### config.mk
export PLATFORM = sky130hd
export DESIGN_NAME = fila_ctrl
export DESIGN_NICKNAME = d
export VERILOG_FILES = /design/src/rtl/fila_ctrl.sv
export SDC_FILE = /design/constraint.sdc
export NUM_CORES = 1
export LEC_CHECK = 0
export CORE_MARGIN = 2
export CORE_UTILIZATION = 40
export DETAILED_ROUTE_END_ITERATION = 10
export GPL_TIMING_DRIVEN = 0
export PLACE_DENSITY = 0.79
export RECOVER_POWER = 100
export SYNTH_ARGS = -nofsm -noshare
export SYNTH_HDL_FRONTEND = slang
export SYNTH_SLANG_ARGS = --single-unit
### constraint.sdc
create_clock -name clk_10KHz -period 1.7 [get_ports clk_10KHz]
set_input_delay 0.17 -clock clk_10KHz [delete_from_list [all_inputs] [get_ports clk_10KHz]]
set_output_delay 0.17 -clock clk_10KHz [all_outputs]
set_load 0.005 [all_outputs]
### src/rtl/fila_ctrl.sv
// rtl/fila_ctrl.sv - button-driven enqueue/dequeue request controller for the byte queue
module fila_ctrl #(
  parameter int DEBOUNCE_CYCLES = 200,
  parameter int DEPTH           = 8
) (
  input  logic       clk_10KHz,
  input  logic       reset,
  input  logic       btn_enq,
  input  logic       btn_deq,
  input  logic [7:0] sw_data,
  input  logic [7:0] len_in,
  input  logic [7:0] data_in,
  output logic       enqueue_out,
  output logic       dequeue_out,
  output logic [7:0] data_to_fila,
  output logic [7:0] popped_out,
  output logic       popped_valid,
  output logic       full_out,
  output logic       empty_out,
  output logic       err_out
);

  localparam int            CW       = $clog2(DEBOUNCE_CYCLES + 1);
  localparam logic [CW-1:0] CNT_LAST = CW'(DEBOUNCE_CYCLES - 1);
  localparam logic [7:0]    DEPTH_L  = 8'(DEPTH);

  typedef enum logic [1:0] {S_IDLE, S_ENQ, S_DEQ, S_WAIT} state_t;

  // Bit 0 is the enqueue button, bit 1 the dequeue button.
  logic [1:0]    w_btn;
  logic [1:0]    r_sync1;
  logic [1:0]    r_sync2;
  logic [1:0]    r_db;
  logic [CW-1:0] r_cnt [2];
  logic [1:0]    w_rise;

  state_t r_state;
  state_t w_state_next;
  logic   r_pend_enq;
  logic   r_pend_deq;
  logic   r_was_deq;
  logic   w_clr_enq;
  logic   w_clr_deq;
  logic   w_take_data;
  logic   w_err;

  assign w_btn     = {btn_deq, btn_enq};
  assign full_out  = (len_in >= DEPTH_L);
  assign empty_out = (len_in == 8'd0);

  // Two-flop synchronizer for both raw buttons.
  always_ff @(posedge clk_10KHz or posedge reset) begin
    if (reset) begin
      r_sync1 <= '0;
      r_sync2 <= '0;
    end else begin
      r_sync1 <= w_btn;
      r_sync2 <= r_sync1;
    end
  end

  // Debounced level flips after DEBOUNCE_CYCLES consecutive disagreeing samples; any agreement restarts.
  always_ff @(posedge clk_10KHz or posedge reset) begin
    if (reset) begin
      r_db     <= '0;
      r_cnt[0] <= '0;
      r_cnt[1] <= '0;
    end else begin
      for (int i = 0; i < 2; i++) begin
        if (r_sync2[i] == r_db[i]) begin
          r_cnt[i] <= '0;
        end else if (r_cnt[i] == CNT_LAST) begin
          r_cnt[i] <= '0;
          r_db[i]  <= r_sync2[i];
        end else begin
          r_cnt[i] <= r_cnt[i] + 1'b1;
        end
      end
    end
  end

  // Debounced rising edge, asserted in the cycle whose clock edge flips the level to 1.
  always_comb begin
    w_rise = '0;
    for (int i = 0; i < 2; i++) begin
      w_rise[i] = r_sync2[i] & ~r_db[i] & (r_cnt[i] == CNT_LAST);
    end
  end

  // Pending request flags; an edge arriving while a flag is already set is absorbed.
  always_ff @(posedge clk_10KHz or posedge reset) begin
    if (reset) begin
      r_pend_enq <= 1'b0;
      r_pend_deq <= 1'b0;
    end else begin
      r_pend_enq <= w_clr_enq ? 1'b0 : (r_pend_enq | w_rise[0]);
      r_pend_deq <= w_clr_deq ? 1'b0 : (r_pend_deq | w_rise[1]);
    end
  end

  // FSM state register; was_deq remembers whether the strobe before WAIT was a dequeue.
  always_ff @(posedge clk_10KHz or posedge reset) begin
    if (reset) begin
      r_state   <= S_IDLE;
      r_was_deq <= 1'b0;
    end else begin
      r_state   <= w_state_next;
      r_was_deq <= (r_state == S_DEQ);
    end
  end

  // Next-state decode and strobes; enqueue has priority, full/empty judged only in IDLE.
  always_comb begin
    w_state_next = r_state;
    w_clr_enq    = 1'b0;
    w_clr_deq    = 1'b0;
    w_take_data  = 1'b0;
    w_err        = 1'b0;
    enqueue_out  = 1'b0;
    dequeue_out  = 1'b0;
    case (r_state)
      S_IDLE: begin
        if (r_pend_enq) begin
          w_clr_enq = 1'b1;
          if (full_out) begin
            w_err = 1'b1;
          end else begin
            w_take_data  = 1'b1;
            w_state_next = S_ENQ;
          end
        end else if (r_pend_deq) begin
          w_clr_deq = 1'b1;
          if (empty_out) begin
            w_err = 1'b1;
          end else begin
            w_state_next = S_DEQ;
          end
        end
      end
      S_ENQ: begin
        enqueue_out  = 1'b1;
        w_state_next = S_WAIT;
      end
      S_DEQ: begin
        dequeue_out  = 1'b1;
        w_state_next = S_WAIT;
      end
      S_WAIT: begin
        w_state_next = S_IDLE;
      end
      default: begin
        w_state_next = S_IDLE;
      end
    endcase
  end

  // Output registers: held enqueue byte, captured popped byte, and the one-cycle pulses.
  always_ff @(posedge clk_10KHz or posedge reset) begin
    if (reset) begin
      data_to_fila <= 8'h00;
      popped_out   <= 8'h00;
      popped_valid <= 1'b0;
      err_out      <= 1'b0;
    end else begin
      if (w_take_data) begin
        data_to_fila <= sw_data;
      end
      popped_valid <= 1'b0;
      if ((r_state == S_WAIT) && r_was_deq) begin
        popped_out   <= data_in;
        popped_valid <= 1'b1;
      end
      err_out <= w_err;
    end
  end

endmodule

### Yosys cells after proc, flatten, opt, wreduce, memory -nomap -nowiden

Index checks and enable logic that the tools add are counted.

| word-level totals | value |
|---|---|
| register bits after elaboration | 45 |
| output and inout bits | 22 |
| logic and storage cells | 71 |

| cells by class | value |
|---|---|
| add/sub/neg operators | 2 |
| order comparisons | 1 |
| eq/ne operators | 10 |
| muxes and demuxes | 27 |
| bitwise logic cells | 10 |
| reduce and logical (&&, ||, !) cells | 7 |

Operators by type and width:

| cell | number |
|---|---|
| $mux W8 | 4 |
| $mux W1 | 18 |
| $add A8 B1 Y8 const B | 2 |
| $eq A8 B8 Y1 const B | 2 |
| $ne A3 B3 Y1 const B | 3 |
| $ge A8 B4 Y1 const B | 1 |
| $logic_not A8 Y1 | 1 |
| $mux W2 | 4 |
| $pmux W2 S3 | 1 |
| $and A1 B1 Y1 | 4 |
| $eq A2 B2 Y1 const B | 2 |
| $not A1 Y1 | 4 |
| $reduce_and A2 Y1 | 2 |
| $reduce_and A3 Y1 | 1 |
| $eq A1 B1 Y1 | 2 |
| $eq A2 B1 Y1 const B | 1 |
| $logic_not A2 Y1 | 1 |
| $or A1 B1 Y1 | 2 |
| $reduce_or A2 Y1 | 1 |
| $logic_and A1 B1 Y1 | 1 |

### Depth between registers and ports, before layout

Gate-level depths: netlist of the first run.

| depth | value |
|---|---|
| depth after elaboration | 5 |
| gate-level depth with buffers | 5 |
| gate-level depth less buffers | 5 |

### Least setup slack after synthesis of the first run

No wires, ideal clock.

| path | value |
|---|---|
| path kind | reg-to-reg |
| from | register r_cnt[4] (netlist bit) |
| to | register r_db[1] |
| setup time | 0.125 ns |
| arrival time | 1.412 ns |
| required time | 1.575 ns |
| slack | 0.163 ns |
| cell stages (with the launch flop) | 4 |
| buffers on the path | 0 |
| cell sequence | dfrtp_1 > or3b_2 > nor3_1 > mux2_2 |

| between the ends | value |
|---|---|
| word-level cells in the longest chain between the ends | 2 |

Ends and longest elaborated chain:

| item | RTL line | source |
|---|---|---|
| from (decl) | 34 | `logic [CW-1:0] r_cnt [2];` |
| from (signal, indexed assignment) | 76 | `r_cnt[i] <= r_cnt[i] + 1'b1;` |
| $eq A8 B8 Y1 | 72 | `end else if (r_cnt[i] == CNT_LAST) begin` |
| $reduce_and A2 Y1 (no source line) | n/a |  |
| to (signal, indexed assignment) | 74 | `r_db[i] <= r_sync2[i];` |
| to (decl) | 33 | `logic [1:0] r_db;` |

No other way between the ends.
A chain may end at the register's enable or synchronous reset.

### Worst setup path in the final report of the first run

Same ends and word-level chain as after synthesis.

==> flow_results.org, run 1 <==
** Outcome
- The flow ran to the end, and the final reports show no timing, DRC or antenna violations.

** Logic synthesis
- During synthesis, Yosys emitted a total of 0 warnings.
- The mapped netlist covers 1920 µm².
- The synthesized design contains 0 enable-type register cells.
- Parity-gate share of the synthesized area counting xor and xnor cells :: 0.0274
- In this run the mean area of a mapped cell was 12.1 µm².
- Post-synth ARST share :: 1.00
- Post-synthesis share of cell area spent on full adders, half adders and majority gates :: 0.0522
- After synthesis, the share of cell area in mux cells is 0.106.
- Yosys instantiated no cell more often than sky130_fd_sc_hd__dfrtp_1.
- Leading cell types by count after synthesis :: 45 x sky130_fd_sc_hd__dfrtp_1, 18 x sky130_fd_sc_hd__mux2_2, 12 x sky130_fd_sc_hd__nor2_1, 11 x sky130_fd_sc_hd__inv_1, 9 x sky130_fd_sc_hd__a21oi_1
- Yosys mapped the design onto 29 distinct sky130hd cell types.
- Synthesis produced 158 cells.
- Post-synthesis sequential area ratio :: 0.587
- Of the post-synthesis cell area, the dominant cell type holds 0.587.
- The area fraction in compound gates after synthesis is 0.0652.
- Yosys attributes the largest share of cell area to sky130_fd_sc_hd__dfrtp_1 59%, sky130_fd_sc_hd__mux2_2 11%, sky130_fd_sc_hd__ha_1 5.2%.
- Among all flip-flop cells after synthesis, the most frequent one is sky130_fd_sc_hd__dfrtp_1.
- After synthesis, the largest family of logic cells by area is simple AND/OR/NAND/NOR gates.
- Cell type with the largest total area after synthesis :: sky130_fd_sc_hd__dfrtp_1
- Post-synthesis sequential element count :: 45
- Of the total synthesized cell area, the portion taken by AND, OR, NAND and NOR gates is 0.141.
- Total nets after synthesis :: 194

** Setup path
- Standard cell with the maximum stage delay on the critical path :: sky130_fd_sc_hd__or3b_2
- Longest individual stage delay on the worst path :: 0.53 ns
- Data arrival time at the worst-slack endpoint :: 1.82 ns
- Counting both buffers and inverters, the worst setup path holds a total of 0.
- Maximum net fanout on the critical path :: 5
- Broken down by cell family, the worst path's largest delay share belongs to simple AND/OR/NAND/NOR gates.
- Crit path required time :: 1.87 ns
- The worst setup path is of the reg2reg kind.
- Traced cell by cell, the critical path runs through or3b_2, nor3_1, mux2_2.
- Startpoint types :: flip-flop
- STA classifies the critical path endpoint as a flip-flop.

** CTS
- Clock slew seen by the registers of the worst setup and hold paths :: 0.08 ns
- For this design, the sink count on the clock tree is 45.
- Hold buffer count at CTS :: 0
- Maximum count of clock buffers along a single path :: 2
- In this run the number of H-tree levels came out at 2.
- Clock buffers created by TritonCTS :: 5
- TritonCTS clock tree :: yes
- Root buf cell :: sky130_fd_sc_hd__clkbuf_8
- Clock latency on the worst-skew pair, taken at its later pin, is 0.29 ns.

** STA
- Endpoints failing setup :: 0
- Final hold vios :: 0
- Worst setup skew after layout :: 0.00615 ns
- The count of final max-slew check failures is 0.
- Minimum setup slack in the final design :: 0.0573 ns
- The smallest clock period supported by the final layout is computed as 1.64 ns.
- For this run, the top clock speed supported by timing is 609 MHz.
- Setup repair after global routing missed its margin :: false
- In the finished design, the share of the clock period the worst path needs comes to 0.966.
- Actual slew at the worst max-slew pin :: 0.965 ns
- Rel. slew slack :: 0.356

** Global route
- For this run the aggregate overflow at the end of global routing stands at 0.
- The initial antenna violation count is 0.
- The via count of the first global-routing pass was 1407.
- Maximum number of pins on one net before global-route repair :: 41
- Across every metal layer, demand over resource in global routing totals 0.152.
- The first global-routing pass estimated 6200 µm of wire.

** Flow run
- The tool flagged a number of max-cap violations equal to 0.

** Placed design
- At the end of routability-driven placement, the weighted congestion stood at 0.849.
- The wire-length estimate of the detail-placed layout is 2660 µm.
- After detailed placement, the design holds a cell count of 262.
- Minimum setup slack after placement :: -0.370 ns
- Buffers added on ports :: 49

** Final layout
- Total number of nets in the final design :: 254
- 0 antenna diodes ended up in the layout.
- Area grow syn2layout :: 37.5%
- Of the cells placed in the final design, the portion with a size suffix greater than 1 is 0.187.
- Final instance count without filler cells :: 273
- The layout has 395 filler cells.

** Die
- The region available for standard cell placement spans 4660 µm².
- I/O pin cnt :: 50
- Die Wd :: 73.3 µm
- The die covers 5370 µm².
- Die height :: 73.3 µm
- The initialized floorplan defines 25 standard-cell rows.
- The initial utilization of the core area, before any placement, comes to 0.412.

** Power and ir drop
- The share of total power dissipated in combinational logic is 0.252.
- Total power density per cell area :: 1080 nW/µm²
- The share of total power dissipated in the clock network is 0.288.
- Max VDD drop :: 0.000595 V
- Flop pwr share :: 0.461
- Switching Share :: 0.242
- Internal power comes to 2.16 mW.
- In this run the power spent charging and discharging nets is 689 µW.
- Total leakage power :: 1.16 nW

** Drt
- The first detailed-routing pass ran for 4 iterations.
- Wires add up to 3760 µm.
- Residual DRC :: 0
- Via/cell ratio :: 5.30
- Detail-routed net length per standard cell :: 13.8 µm
- Number of nets with antenna violations after detailed routing :: 0
- Across all layers, the routed design uses 1448 vias.
- Number of DRC markers after the initial detailed-route iteration :: 80

** Worst hold path
- The tightest min-delay check is of the in2async type.
==> power by group through the flow <==
stage	registers, mW	clock network (mW)	logic, mW
global route	1.33	0.894	0.791
detailed placement	1.34	0	0.711
floorplan	1.33	0	0.314
global placement	1.33	0	0.682
finish	1.31	0.820	0.717
CTS	1.31	0.846	0.716
==> routing by layer <==
layer / global-route usage / vias to the layer above / wire length, µm
met4: 0.0617 / 0 / 77
met5: 0 / - / 0
met2: 0.252 / 48 / 1900
met1: 0.177 / 717 / 1530
li1: - / 674 / -
met3: 0.0562 / 9 / 253
==> stage by stage <==
step           instance area [µm²]  utilization  hold WS (ns)  total power, mW  TNS (ns)
4_1_cts                       2660        0.570        0.0677             2.88         0
2_1_floorplan                 1920            -         0.201             1.65         0
5_1_grt                       2640        0.566         0.222             3.01         0
3_5_place_dp                  2500        0.536         0.352             2.05     -1.73
3_3_place_gp                  2480        0.532         0.334             2.01    -19.74
6_report                      2640        0.566         0.210             2.85         0
==> cell families (layout without fill, tap and decap cells) <==
group,after synthesis,in the layout
AOI/OAI and AO/OA,22,22
muxes,18,18
adders and majority gates,8,8
DFF,45,45
xor gates and xnor gates,6,6
buffers and inverters,11,72
and+or+nand+nor,48,48
==> state kept, by name (all words and copies together), names as in the netlist <==
name / flops
data_to_fila: 8
r_state: 2
popped_valid: 1
r_pend_enq: 1
r_sync2: 2
err_out: 1
r_was_deq: 1
popped_out: 8
r_cnt: 16
r_sync1: 2
r_pend_deq: 1
r_db: 2
==> layout by cell type, fill, tap and decap left out, types with 3 or more instances in the layout <==
cell	count
sky130_fd_sc_hd__a21oi_1	9
sky130_fd_sc_hd__nand3_1	6
sky130_fd_sc_hd__mux2_2	18
sky130_fd_sc_hd__dlygate4sd2_1	4
sky130_fd_sc_hd__o21ai_0	8
sky130_fd_sc_hd__inv_1	10
sky130_fd_sc_hd__nand4_1	3
sky130_fd_sc_hd__nor3_1	3
sky130_fd_sc_hd__nor2_1	12
sky130_fd_sc_hd__clkbuf_8	6
sky130_fd_sc_hd__ha_1	8
sky130_fd_sc_hd__nand2_1	5
sky130_fd_sc_hd__dfrtp_1	45
sky130_fd_sc_hd__buf_4	3
sky130_fd_sc_hd__or3_1	6
sky130_fd_sc_hd__clkdlybuf4s50_1	39
sky130_fd_sc_hd__dlygate4sd3_1	3
sky130_fd_sc_hd__xor2_1	4
sky130_fd_sc_hd__clkbuf_2	4
==> cell type report <==
class	count	area [µm²]	area share
clock buffer	7	86.3	0.0327
clock inverter	1	30.0	0.0114
inverter	11	41.3	0.0156
multi-input combinational	102	790	0.299
sequential	45	1130	0.427
tap	54	67.6	0.0256
timing repair buffer	53	498	0.189
==> worst paths after layout <==
kind                            start          to  slack, ns  cells past startpoint
min reg2reg                r_sync1[1]  r_sync2[1]       0.37                      0
min in group clk_10KHz     r_sync1[1]  r_sync2[1]       0.37                      0
max reg2reg                  r_cnt[4]     r_db[1]       0.06                      3
min                             reset    r_cnt[7]       0.21                      2
max in group asynchronous       reset  r_sync2[0]       0.31                      3
max                          r_cnt[4]     r_db[1]       0.06                      3
==> what timing repair did <==
item / 4_1_cts / 5_1_grt
pin swaps: 3 / 0
setup endpoints to repair: 2 / 8
resized for setup: 13 / 7
buffers inserted: 2 / 1
No activity file was read; power rests on OpenSTA's default activity.
==> run 2, diff against run 1 <==
- CTS_CLUSTER_SIZE: unset -> 40
- SETUP_SLACK_MARGIN: unset -> 0.4
==> flow_results.org, run 2 (synthesis results as in run 1) <==
** Outcome
- The run finished with clean final reports.

** Power and ir drop
- Total leakage power :: 1.32 nW (+14%)
- Combinational Power Share :: 0.271 (+0.019)
- Max VDD drop :: 0.000611 V (+2.6%)
- Switching power of the nets :: 806 µW (+17%)
- Internal power contribution :: 2.12 mW (-1.9%)
- Flop pwr share :: 0.449 (-0.012)
- Switching Share :: 0.276 (+0.0340)
- The fraction of power consumed by the clock network was 0.280 (-0.008).
- Total power density per cell area :: 1020 nW/µm² (-5.1%)

** CTS
- Latest clock arrival within the worst-skew pair :: 0.30 ns (about the same)
- Clock buffers created by TritonCTS :: 5 (unchanged)
- The clock tree buffer depth was 2 (unchanged).
- The number of buffers inserted for hold repair after clock tree synthesis is 0 (unchanged).
- Root buf cell :: sky130_fd_sc_hd__clkbuf_8
- Clock slew seen by the registers of the worst setup and hold paths :: 0.09 ns (about the same)
- The clock sink count was 45 (unchanged).
- Htree depth :: 2 (unchanged)
- TritonCTS built the clock tree.

** Drt
- The detailed-routing iteration count for the pre-antenna-repair pass was 4 (unchanged).
- Detailed-route wire length :: 4340 µm (+15%)
- Detail-routed net length per standard cell :: 14.7 µm (+6.3%)
- The violation count after the first detailed-routing iteration was 58 (-28%).
- The residual DRC count is 0 (unchanged).
- Via count of the routed design :: 1544 (+6.6%)
- The number of routed nets with antenna violations was 0 (unchanged).
- The vias per cell was 5.22 (-1.7%).

** STA
- The slack of the critical path was 0.178 ns (+0.121 ns).
- The max-slew headroom at the worst pin was 0.278 (-0.0787).
- The count of final max-slew check failures is 0 (unchanged).
- Total negative setup slack :: 0 ns (unchanged)
- The clock period minus final worst setup slack was 1.52 ns (-0.121 ns).
- Endpoints failing setup :: 0 (unchanged)
- Actual slew at the worst max-slew pin :: 1.08 ns (+0.118 ns)
- Setup repair after global routing could not meet its margin everywhere.
- Final hold slack :: 0.357 ns (+0.147 ns)
- Worst setup skew after layout :: 0.00631 ns (+0.000160 ns)
- The maximum frequency from static timing analysis was 657 MHz (+8.0%).
- The final-report hold violation count is 0 (unchanged).
- Final worst-path cycle share :: 0.895 (-0.0712)

** Final layout
- Area grow syn2layout :: 48.8%
- The largest registers in the layout are r_cnt: 16 flops, data_to_fila: 8 flops, popped_out: 8 flops.
- The combined area of the multi-input logic cells came to 885 µm² (+12%).
- The final antenna diode count was 0 (unchanged).
- Most flops, register :: r_cnt
- Commonest non-fill, non-tap cells in the layout :: 43 x sky130_fd_sc_hd__dfrtp_1, 20 x sky130_fd_sc_hd__dlygate4sd2_1, 18 x sky130_fd_sc_hd__buf_4
- The share of final-layout standard cells stronger than drive strength 1 came to 0.293 (+0.106).
- Number of flip-flops under the largest register name :: 16 (unchanged)
- Leading cell type in the layout, fill and taps excluded :: sky130_fd_sc_hd__dfrtp_1
- Post-layout instance area :: 2860 µm² (+8.2%)
- The area occupied by registers came to 1130 µm² (+0.22%).
- The number of fillers in the final layout was 362 (-8.4%).
- Total number of nets in the final design :: 277 (+9.1%)

** Placed design
- Half-perimeter wire length after placement :: 2540 µm (-4.6%)
- The worst-case setup slack after placement is -0.355 ns (+0.0147 ns).
- RD Place Congestion :: 0.817 (-3.8%)
- Instance area after placement :: 2520 µm² (+1.1%)
- Buffers added on ports :: 49 (unchanged)

** Die
- The number of placed I/O pins came to 50 (unchanged).
- The total die area came to 5370 µm² (unchanged).
- The overall die width came to 73.3 µm (unchanged).
- The core area is 4660 µm² (unchanged).
- The starting density of the core is 0.412 (unchanged).
- The floorplan row count came to 25 (unchanged).
- Die height :: 73.3 µm (unchanged)

** Global route
- The initial antenna violation count is 0 (unchanged).
- Wire length of the first global-routing pass :: 6830 µm (+10%)
- Remaining global-route overflow :: 0 (unchanged)
- Maximum number of pins on one net before global-route repair :: 46 (+12%)
- The via count of the first global-routing pass came to 1508 (+7.2%).
- Overall global routing resource usage :: 0.168 (+0.0164)

** Setup path
- The setup slack of the most critical reg-to-reg path is 0.19 ns (+0.13 ns).
- The critical path is of the in2out type.
- The arrival time of the worst setup path was 1.35 ns (-0.47 ns).
- Maximum net fanout on the critical path :: 3 (-2)
- Startpoint types :: primary input
- Crit path required time :: 1.53 ns (-0.34 ns)
- STA classifies the critical path endpoint as an output port.

** Worst hold path
- Worst hold path class :: reg2reg

** Flow run
- Maxcap violations :: 0 (unchanged)
[run 2: worst max-delay path, stage by stage]
cell	delay, ns
sky130_fd_sc_hd__buf_2	0.13
sky130_fd_sc_hd__or4_4	0.54
sky130_fd_sc_hd__or2_4	0.25
sky130_fd_sc_hd__clkdlybuf4s25_1	0.27
[run 2: final timing paths]
kind | from | endpoint | depth (start not counted)
worst max-delay path | len_in[5] | full_out | 4
worst min register to register | r_sync1[0] | r_sync2[0] | 0
min in group asynchronous | reset | r_pend_deq | 3
worst max register to register | r_cnt[3] | r_db[1] | 3
worst min-delay path | r_sync1[0] | r_sync2[0] | 0
max in group asynchronous | reset | r_cnt[11] | 3
[run 2: metrics by stage]
stage                util  power (mW)  cells
floorplan               -        1.65    158
global placement    0.537        2.01    261
detailed placement  0.541        2.05    262
CTS                 0.621        2.98    291
global route        0.613        3.08    296
finish              0.613        2.93    296
[run 2: per-layer routing]
| layer | GRT usage | share of wire | wire, µm | vias to the layer above |
|---|---|---|---|---|
| li1 | - | - | - | 722 |
| met1 | 0.194 | 0.41 | 1770 | 776 |
| met2 | 0.290 | 0.53 | 2290 | 39 |
| met3 | 0.0508 | 0.046 | 198 | 7 |
| met4 | 0.0700 | 0.018 | 77 | 0 |
| met5 | 0 | 0 | 0 | - |
[run 2: timing repair]
action	4_1_cts	5_1_grt
buffers inserted	20	5
pin swaps	12	9
resized for setup	76	29
cloned	1	0
setup endpoints to repair	56	40
[run 2: power by group through the flow]
| stage | clock network, mW | registers (mW) | logic [mW] |
|---|---|---|---|
| 2_1_floorplan | 0 | 1.33 | 0.315 |
| 3_3_place_gp | 0 | 1.32 | 0.685 |
| 3_5_place_dp | 0 | 1.34 | 0.708 |
| 4_1_cts | 0.831 | 1.32 | 0.831 |
| 5_1_grt | 0.875 | 1.33 | 0.873 |
| 6_report | 0.819 | 1.31 | 0.793 |
[run 2: layout make-up]
type,instances,area share
flip-flops and latches,45,0.395
multi-input cells,103,0.310
repair buffers,75,0.218
clock buffers,6,0.0254
well taps,54,0.0237
inverters,11,0.0145
clock inverters,2,0.0136
==> run 3, diff against run 2 <==
- CORE_ASPECT_RATIO: unset -> 0.6
- REMOVE_ABC_BUFFERS: unset -> 1
==> flow_results.org, run 3 (synthesis results as in run 1) <==
** Outcome
- The run finished with clean final reports.

** Global route
- GR met2 Demand/Resource :: 0.298 (+0.00776)
- The met3 demand-to-capacity share in global routing is 0.0650 (+0.0143).
- Via count of the first global-routing pass :: 1548 (+2.7%)
- Overall global routing resource usage :: 0.178 (+0.00950)
- The global-route wire length before repair was 7330 µm (+7.3%).
- Remaining global-route overflow :: 0 (unchanged)
- The layer flagged by global routing as most heavily used is met2.
- The met1 routing resource usage after global routing was 0.229 (+0.0349).
- Antenna violations before repair :: 0 (unchanged)
- Maximum number of pins on one net before global-route repair :: 34 (-26%)

** Drt
- Detailed-route wire length :: 4830 µm (+11%)
- Detail-routed net length per standard cell :: 15.7 µm (+7.3%)
- Number of DRC markers after the initial detailed-route iteration :: 117 (+100%)
- The number of routed nets with antenna violations was 0 (unchanged).
- Total iterations of the first detailed-routing run :: 4 (unchanged)
- The residual DRC count is 0 (unchanged).
- The detailed-route via count was 1561 (+1.1%).
- Via/cell ratio :: 5.08 (-2.5%)

** Setup path
- Endpoint type of the worst setup path :: flip-flop
- Reg2Reg Capture Point :: r_cnt[0]
- The worst setup path is launched from a flip-flop.
- The cell that appears most often on the critical path is sky130_fd_sc_hd__clkbuf_1.
- Longest individual stage delay on the worst path :: 0.37 ns (-0.17 ns)
- In this run the critical register-to-register path is launched from r_cnt[1].
- The critical-path maximum fanout is 6 (+3).
- Traced cell by cell, the critical path runs through ha_1, nand4b_1, clkbuf_1, clkbuf_1, o21bai_2, nor2_1.
- The most critical setup path has its startpoint at r_cnt[1].
- R2R setup slack :: 0.12 ns (-0.07 ns)
- Critical path start-end classification :: reg2reg
- Standard cell with the maximum stage delay on the critical path :: sky130_fd_sc_hd__dfrtp_1
- Data arrival time at the worst-slack endpoint :: 1.76 ns (+0.41 ns)
- Worst r2r path cells :: 6 (+3)
- The required time at the worst-slack endpoint was 1.87 ns (+0.34 ns).
- Following the worst setup path forward leads to its endpoint at r_cnt[0].

** CTS
- The number of levels in the clock H-tree came to 2 (unchanged).
- Clock buffers created by TritonCTS :: 5 (unchanged)
- Maximum count of clock buffers along a single path :: 2 (unchanged)
- Root buf cell :: sky130_fd_sc_hd__clkbuf_8
- The clock sink count was 45 (unchanged).
- Clock slew seen by the registers of the worst setup and hold paths :: 0.08 ns (about the same)
- Hold buffer count at CTS :: 0 (unchanged)
- Latest clock arrival within the worst-skew pair :: 0.31 ns (about the same)
- TritonCTS clock tree :: yes

** Final layout
- Post-layout instance area :: 2950 µm² (+3.4%)
- Area of combinational cells with multiple inputs :: 957 µm² (+8.2%)
- The core occupancy in the finished layout was 0.644 (+0.0310).
- The top cell types in the final layout, fill and taps aside, are 44 x sky130_fd_sc_hd__dfrtp_1, 23 x sky130_fd_sc_hd__dlygate4sd2_1, 19 x sky130_fd_sc_hd__buf_4.
- The number of flip-flops under the largest register name came to 16 (unchanged).
- Leaving out fill and tap cells, the most frequent cell in the layout is sky130_fd_sc_hd__dfrtp_1.
- Fillers :: 346 (-4.4%)
- Relative to the synthesized area, the layout overhead comes to 53.8%.
- Number of antenna repair diodes :: 0 (unchanged)
- Total number of nets in the final design :: 279 (+0.72%)
- In the final layout, the registers with the most flip-flops are r_cnt: 16 flops, data_to_fila: 8 flops, popped_out: 8 flops.
- Proportion of layout cells with a drive suffix above 1 :: 0.332 (+0.0386)
- Storage element area :: 1130 µm² (-0.11%)
- r_cnt holds more flip-flops than any other register.
- Final instance count without filler cells :: 307 (+3.7%)

** STA
- Worst setup skew after layout :: 0.0147 ns (+0.00837 ns)
- Maximum clock frequency :: 632 MHz (-3.9%)
- Rel. slew slack :: 0.667 (+0.389)
- Final hold vios :: 0 (unchanged)
- The summed negative setup slack over all endpoints came to 0 ns (unchanged).
- Final worst-path cycle share :: 0.931 (+0.0364)
- Setup repair after global routing missed its margin :: true
- Max Transition Viols Final :: 0 (unchanged)
- The pin slew with the least headroom to its limit came to 0.500 ns (-0.584 ns).
- The count of final setup violators was 0 (unchanged).
- Time the final worst path needs with I/O delays and setup :: 1.58 ns (+0.0619 ns)

** Die
- Total Die Area :: 5390 µm² (+0.33%)
- The number of placed I/O pins is 50 (unchanged).
- Number of core rows :: 19 (-24%)
- The overall die width is 93.4 µm (+28%).
- Initial cell density of the core :: 0.418 (+0.00651)
- Die height :: 57.7 µm (-21%)
- The core area was 4590 µm² (-1.6%).

** Power and ir drop
- The part of the total power dissipated in sequential elements came to 0.453 (+0.004).
- Power share of the clock group :: 0.238 (-0.042)
- Combinational Power Share :: 0.309 (+0.038)
- The internal cell power came to 2.09 mW (-1.3%).
- The leakage power was 1.41 nW (+7.0%).
- The switching fraction of total power was 0.291 (+0.0157).
- The highest ir drop seen on vdd came to 0.000618 V (+1.2%).
- Overall Power :: 2.95 mW (+0.88%)
- Total power density per cell area :: 1000 nW/µm² (-2.5%)
- The net switching power came to 860 µW (+6.6%).

** Placed design
- The cell area after placement was 2510 µm² (-0.59%).
- The number of buffers added on ports came to 49 (unchanged).
- The routability congestion estimate from global placement was 0.795 (-2.7%).
- Half-perimeter wire length after placement :: 2540 µm (-0.25%)
- The total placed cells including tap cells was 271 (+3.4%).

** Flow run
- The count of maximum capacitance violations came to 0 (unchanged).

** Worst hold path
- The min-delay analysis places its worst path in the category in2async.
==> run 3: power by group through the flow <==
stage	registers (mW)	logic (mW)	clock network (mW)
finish	1.34	0.911	0.702
global route	1.36	0.992	0.775
CTS	1.32	0.806	0.720
detailed placement	1.33	0.708	0
global placement	1.33	0.688	0
floorplan	1.33	0.314	0
==> run 3: worst max-delay path: cells and delay by family (launching register included) <==
family,cells,cell delay [ns]
simple gates,2,0.20
buf+inv,2,0.35
compound gates,1,0.35
flops,1,0.37
fa+ha+maj,1,0.18
==> run 3: final cells by class <==
cell class | instances | area share
sequential | 45 | 0.382
multi-input combinational | 103 | 0.324
timing repair buffer | 77 | 0.221
clock buffer | 6 | 0.0280
tap | 63 | 0.0267
inverter | 11 | 0.0140
clock inverter | 2 | 0.00466
==> run 3: repair_timing <==
item	CTS	global route
endpoints found under the hold margin	0	0
gates cloned	1	0
setup buffers	21	6
endpoints found under the setup margin	57	35
pin swaps	13	12
resized for setup	80	37
==> run 3: per-stage QoR <==
stage | hold slack, ns | setup slack (ns)
final | 0.321 | 0.117
after global routing | 0.361 | 0.0801
after CTS | 0.118 | 0.143
after detailed placement | 0.336 | -0.342
after global placement | 0.333 | -0.405
after floorplan | 0.201 | 0.163
==> run 3: metal layers <==
metal | wire length (µm) | vias up
li1 | - | 733
met1 | 2150 | 764
met2 | 2320 | 52
met3 | 264 | 12
met4 | 89 | 0
met5 | 0 | -
==> run 3: worst min-delay path by stage <==
stage	depth (start not counted)	from	to	slack, ns
floorplan	0	btn_enq	r_sync1[0]	0.20
global placement	0	r_sync1[0]	r_sync2[0]	0.33
detailed placement	0	r_sync1[0]	r_sync2[0]	0.34
CTS	2	reset	data_to_fila[4]	0.12
global route	2	reset	data_to_fila[1]	0.36
finish	2	reset	data_to_fila[4]	0.32
